### src/rtl/pc_fetch_ctrl.sv
// pc_fetch_ctrl: program-counter and instruction-fetch sequencer.
// Issues one instruction-memory request at a time, captures the returned
// word and hands it to decode together with the address it came from.
//
// Handshake semantics (all interfaces, sampled on the rising clk edge):
//   - A transfer happens in any cycle where the producer's valid-type signal
//     (o_mem_req, o_instr_valid) and the consumer's strobe (i_mem_ack,
//     i_instr_ready) are both 1. The producer holds its payload stable until
//     that cycle. i_mem_ack while o_mem_req=0 is ignored.
//   - i_load overrides every transfer in its cycle: a coincident ack is
//     dropped and a presented instruction is flushed, not consumed.
//   - After a redirect, o_mem_req stays low for one cycle so the memory
//     sees the old request end before the new address is requested.
module pc_fetch_ctrl #(
    parameter logic [15:0] RESET_PC = 16'h0000
) (
    input  logic        clk,
    input  logic        rst,
    input  logic        i_en,
    input  logic        i_load,
    input  logic [15:0] i_load_addr,
    output logic        o_mem_req,
    output logic [15:0] o_mem_addr,
    input  logic        i_mem_ack,
    input  logic [15:0] i_mem_data,
    output logic [15:0] o_instr,
    output logic [15:0] o_instr_pc,
    output logic        o_instr_valid,
    input  logic        i_instr_ready,
    output logic [15:0] o_pc,
    output logic [1:0]  o_state
);

    typedef enum logic [1:0] {
        S_IDLE  = 2'd0,
        S_REQ   = 2'd1,
        S_VALID = 2'd2
    } state_t;

    state_t      r_state;
    state_t      w_state_nxt;
    logic [15:0] r_pc;
    logic [15:0] w_pc_nxt;
    logic        r_mem_req;
    logic [15:0] r_instr;
    logic [15:0] r_instr_pc;
    logic        r_instr_valid;
    logic        w_ack;
    logic        w_capture;

    // An ack only counts while a request is actually on the bus.
    assign w_ack = i_mem_ack & r_mem_req;

    // Next-state and next-pc selection; a redirect wins over everything.
    always_comb begin
        w_state_nxt = r_state;
        w_pc_nxt    = r_pc;
        w_capture   = 1'b0;
        if (i_load) begin
            w_pc_nxt    = i_load_addr;
            w_state_nxt = i_en ? S_REQ : S_IDLE;
        end else begin
            case (r_state)
                S_IDLE: begin
                    if (i_en) begin
                        w_state_nxt = S_REQ;
                    end
                end
                S_REQ: begin
                    // en is deliberately ignored here: an issued request always completes.
                    if (w_ack) begin
                        w_capture   = 1'b1;
                        w_pc_nxt    = r_pc + 16'd1;
                        w_state_nxt = S_VALID;
                    end
                end
                S_VALID: begin
                    if (i_instr_ready) begin
                        w_state_nxt = i_en ? S_REQ : S_IDLE;
                    end
                end
                default: begin
                    w_state_nxt = S_IDLE;
                end
            endcase
        end
    end

    // State register.
    always_ff @(posedge clk or negedge rst) begin
        if (!rst) begin
            r_state <= S_IDLE;
        end else begin
            r_state <= w_state_nxt;
        end
    end

    // Registered outputs, derived from the upcoming state so they change with it.
    always_ff @(posedge clk or negedge rst) begin
        if (!rst) begin
            r_pc          <= RESET_PC;
            r_mem_req     <= 1'b0;
            r_instr       <= 16'h0000;
            r_instr_pc    <= 16'h0000;
            r_instr_valid <= 1'b0;
        end else begin
            r_pc          <= w_pc_nxt;
            r_mem_req     <= (w_state_nxt == S_REQ) && !i_load;
            r_instr_valid <= (w_state_nxt == S_VALID);
            if (w_capture) begin
                r_instr    <= i_mem_data;
                r_instr_pc <= r_pc;
            end
        end
    end

    // The request address is always the current pc; pc only moves on
    // ack or redirect, so the address is stable for the whole request.
    assign o_mem_req     = r_mem_req;
    assign o_mem_addr    = r_pc;
    assign o_instr       = r_instr;
    assign o_instr_pc    = r_instr_pc;
    assign o_instr_valid = r_instr_valid;
    assign o_pc          = r_pc;
    assign o_state       = r_state;

endmodule
### config.mk
export PLATFORM = sky130hd
export DESIGN_NAME = pc_fetch_ctrl
export DESIGN_NICKNAME = d
export VERILOG_FILES = /design/src/rtl/pc_fetch_ctrl.sv
export SDC_FILE = /design/constraint.sdc
export NUM_CORES = 1
export LEC_CHECK = 0
export CORE_MARGIN = 2
export CORE_UTILIZATION = 42
export DETAILED_ROUTE_END_ITERATION = 7
export PLACE_DENSITY = 0.83
export RECOVER_POWER = 50
export SYNTH_ARGS = -nofsm -noshare
export SYNTH_HDL_FRONTEND = slang
export SYNTH_SLANG_ARGS = --single-unit
### constraint.sdc
create_clock -name clk -period 1.94 [get_ports clk]
set_input_delay 0.388 -clock clk [delete_from_list [all_inputs] [get_ports clk]]
set_output_delay 0.388 -clock clk [all_outputs]
set_load 0.005 [all_outputs]
# After elaboration in Yosys (flattened, before gate mapping)
# Cells that the tools add are included.
[totals]
in_bits = 38
register_bits = 52
output_inout_bits = 68
elab_cells = 30
[classes]
n_bitwise = 1
n_reduce_logical = 6
mux = 12
add_sub_neg = 1
eq_ne = 4
[op_table]
columns = ["cell", "n"]
rows = [
  ["2-to-1 mux 16 bit", 3],
  ["adder 16 x 1 -> 16 bit (second input constant)", 1],
  ["2-to-1 mux 2 bit", 4],
  ["case mux 2 bit (3 select lines)", 1],
  ["== test 2 x 1 -> 1 bit (second input constant)", 2],
  ["== test 2 bit (second input constant)", 2],
  ["2-to-1 mux 1 bit", 4],
  ["nonzero test 2 bit", 2],
  ["logical NOT 2 bit", 1],
  ["AND reduction 2 bit", 1],
  ["bitwise AND 1 bit", 1],
  ["logical AND 1 bit", 1],
  ["logical NOT 1 bit", 1],
]

# Longest topological paths before layout
[depth]
depth_word = 6
depth_mapped = 5
mapped_depth_nobuf = 5

# Worst setup path before layout
# OpenSTA, ideal clock, no wires.
[synth_timing]
kind = "register to register"
startpoint = "register r_state[1] (netlist: o_state[1])"
endpoint = "register r_instr[12] (netlist: o_instr[12])"
path_buffers = 1
stages_incl_launch_ff = 5
arrival_ns = 1.434
path_slack_ns = 0.381
setup_time_ns = 0.125
period_less_slack_ns = 1.559
path_cell_list = "dfrtp_1 -> nand4b_4 -> nor2_1 -> buf_4 -> mux2_2"
[synth_between]
elab_chain_len = 3
[synth_lines]
columns = ["item", "line_no", "text"]
rows = [
  ["start: declaration", "40", "state_t r_state;"],
  ["start signal: assignment", "94", "r_state <= w_state_nxt;"],
  ["== test 2 x 1 -> 1 bit", "63", "case (r_state)"],
  ["2-to-1 mux 1 bit", "63", ""],
  ["2-to-1 mux 1 bit", "59", "if (i_load) begin"],
  ["end signal: assignment", "111", "r_instr <= i_mem_data;"],
  ["end: declaration", "45", "logic [15:0] r_instr;"],
]
# Every way passes these cells.
# A chain may end at the register's enable or synchronous reset.

# Worst setup path after layout
[layout_timing]
startpoint = "register r_pc[9] (netlist: o_mem_addr[9])"
endpoint = "output o_pc[9]"
[layout_lines]
columns = ["item", "line_no", "text"]
rows = [
  ["start: declaration", "42", "logic [15:0] r_pc;"],
  ["start signal: assignment", "107", "r_pc <= w_pc_nxt;"],
  ["end: declaration", "30", "output logic [15:0] o_pc,"],
]
# No word-level cell between the ends.

==> impl_metrics.toml <==
[die]
num_rows = 27
die_area_mm2 = 0.006535
die_h_um = 80.84
io_pins = 106
core-area_mm2 = 0.005608
die_w_um = 80.84
start_util = 0.4422

[setup_path]
critical_path.slowest_cell = "clkdlybuf4s50_1"
worstPathCellList = "clkdlybuf4s50_1"
cp_top_family = "buffers and inverters"
arrival_ns = 1.42
cp_num_buf_inv = 1
critPathRequiredTime_ns = 1.55
critPathMaxFanout = 8
cp-start-kind = "register"
crit_type = "reg -> out"
end_kind = "output pin"
slowest_delay_ns = 0.58

[timing]
timing.final.crit_share = 0.9311
finalHoldViolCount = 0
fmax_mhz = 553.6
tightest_slew_ns = 1.236
slew_headroom = 0.1762
period_needed_ns = 1.806
grt_setup_unrepaired = "no"
final-max-slew-violation-count = 0
setup_tns_ns = 0
setup_viol = 0
skew_ns = 0.008744

[yosys]
synth_top_area_frac = 0.5247
syn_nets = 247
synth-seq-area-share = 0.5247
synth.largest_area_cell = "dfrtp_1"
avgSynthCellArea_um2 = 11.92
netlist_area_mm2 = 0.002480
ys_ff_latch = 52
yosysUniqueCellTypes = 28
yosys-top-cells-area = "dfrtp_1, mux2_2, buf_4"
synth_warnings = 0
syn_inst = 208

[drt]
post_drt_wl_per_cell_um = 14.50
drt_first_pass_iters = 4
ant_nets = 0
via_per_inst = 4.915
num_vias = 1848
drtIter0Drc = 84
drt-total-wl_mm = 5.452
drc = 0

[global_routing]
overflow = 0
grt_usage = 0.1743
grt_pass1_wl_mm = 8.811
antenna_found_initial = 0
grt_pass1_vias = 1853
grt_max_degree = 53

[pwr]
internal_power_mw = 2.667
clockPowerShare = 0.222
switching_share = 0.2544
powerDensity_mw_per_mm2 = 980.4
power_frac_comb = 0.331
ir_drop_v = 0.0005622
p_seq_frac = 0.447
netSwitchingPower_uw = 909.9
p_leak_nw = 1.526

[cells_and_area]
n_antenna_cell = 0
final_cells = 376
areaGrowthSynthToFinish_pct = 47.12
nets = 342
most-common-layout-cells = "clkdlybuf4s50_1, dfrtp_1, mux2_2, dlygate4sd3_1, nand2_1"
drive_above_1_share = 0.1678
layout_commonest_cell = "clkdlybuf4s50_1"

[flow_run]
maxCapViolCount = 0

[clock_tree]
htreeDepth = 2
cts_made_buffers = 5
cts_tree = "yes"
cts-resized-gates = 0
clk_path_buf_depth = 2
post_cts_buffers = 0
ctsRootBufferMaster = "clkbuf_8"
cts.sinks = 52
clock_latency_ns = 0.30
postCtsHoldBufs = 0
path_clk_slew_ns = 0.09

[outcome]
status = "finished clean"

[place]
place_congestion = 0.7556
dp.cells = 368
io_buffers = 105
dp_hpwl_mm = 4.110

[hold_path]
holdCritPathClass = "in -> async"
[layer usage]
layer  global-route usage  vias up  wire, um
met3              0.04667        5       358
met5                    0        -         0
li1                     -      887         -
met2               0.3041       67      2844
met1               0.2121      889      2199
met4              0.04915        0        50
[cell type report]
cell class,instances,area [um^2]
repair buffers,112,1130
flip-flops and latches,52,1301
clock buffers,7,96.34
well taps,72,90.09
fillers,450,1959
clock inverters,1,30.03
inverters,6,22.52
multi-input cells,126,978.4
[cells in the mapped netlist]
master	number
nor3_1	8
ha_1	1
nor2b_1	5
mux2i_1	7
buf_2	1
o21ai_0	12
a22oi_1	4
dfrtp_1	52
nand4_1	1
nand3_1	5
o21ai_1	1
xor2_1	1
nand2_1	23
a21oi_1	4
nand3b_1	2
nand4_4	1
nand4b_4	1
mux2_1	2
nor4_1	3
nor4_4	2
buf_4	19
buf_6	3
inv_1	6
o21ai_2	1
nor2_1	4
xnor2_1	8
clkbuf_1	1
mux2_2	30
[power by group through the flow]
| stage | Clock, mW | Combinational (mW) | Sequential (mW) |
|---|---|---|---|
| after floorplan | 0 | 0.419 | 1.63 |
| after global placement | 0 | 1.25 | 1.61 |
| after detailed placement | 0 | 1.29 | 1.63 |
| after CTS | 0.825 | 1.30 | 1.61 |
| after global routing | 0.872 | 1.28 | 1.65 |
| final | 0.793 | 1.18 | 1.60 |
[flip-flops by register name (all words and copies together) (netlist names)]
register / cells
o_instr: 16
o_instr_pc: 16
o_instr_valid: 1
o_mem_addr: 16
o_mem_req: 1
o_state: 2
[stage by stage]
stage               utilization  setup slack, ns  hold slack (ns)  cell area [um^2]  power [mW]
global placement         0.6314         -0.03488           0.4030              3541       2.865
detailed placement       0.6314         -0.09108           0.4054              3541       2.925
floorplan                     -           0.3812          0.09241              2480       2.053
CTS                      0.6539           0.1196          0.07548              3667       3.735
global route             0.6506          0.04702           0.5187              3649       3.809
finish                   0.6506           0.1336           0.4203              3649       3.577
[worst paths after layout]
check                                    from              to  slack (ns)  cells past startpoint
worst max-delay path            o_mem_addr[9]         o_pc[9]        0.13                      1
worst min-delay path                      rst       o_mem_req        0.42                      2
worst max register to register  o_mem_addr[0]  o_mem_addr[14]        0.30                      5
worst min register to register    o_instr[13]     o_instr[13]        0.50                      1
max in group asynchronous                 rst  o_mem_addr[13]        0.76                      2
min in group clk                  o_instr[13]     o_instr[13]        0.50                      1
[cells by family after synthesis]
| family | count (synthesis) | synth area share |
|---|---|---|
| compound gates | 22 | 0.04995 |
| xor+xnor | 9 | 0.03179 |
| fa+ha+maj | 1 | 0.005045 |
| buf+inv | 30 | 0.08375 |
| flops | 52 | 0.5247 |
| mux | 39 | 0.1736 |
| simple gates | 55 | 0.1312 |
Note: power is estimated with default switching activity, not from simulation.
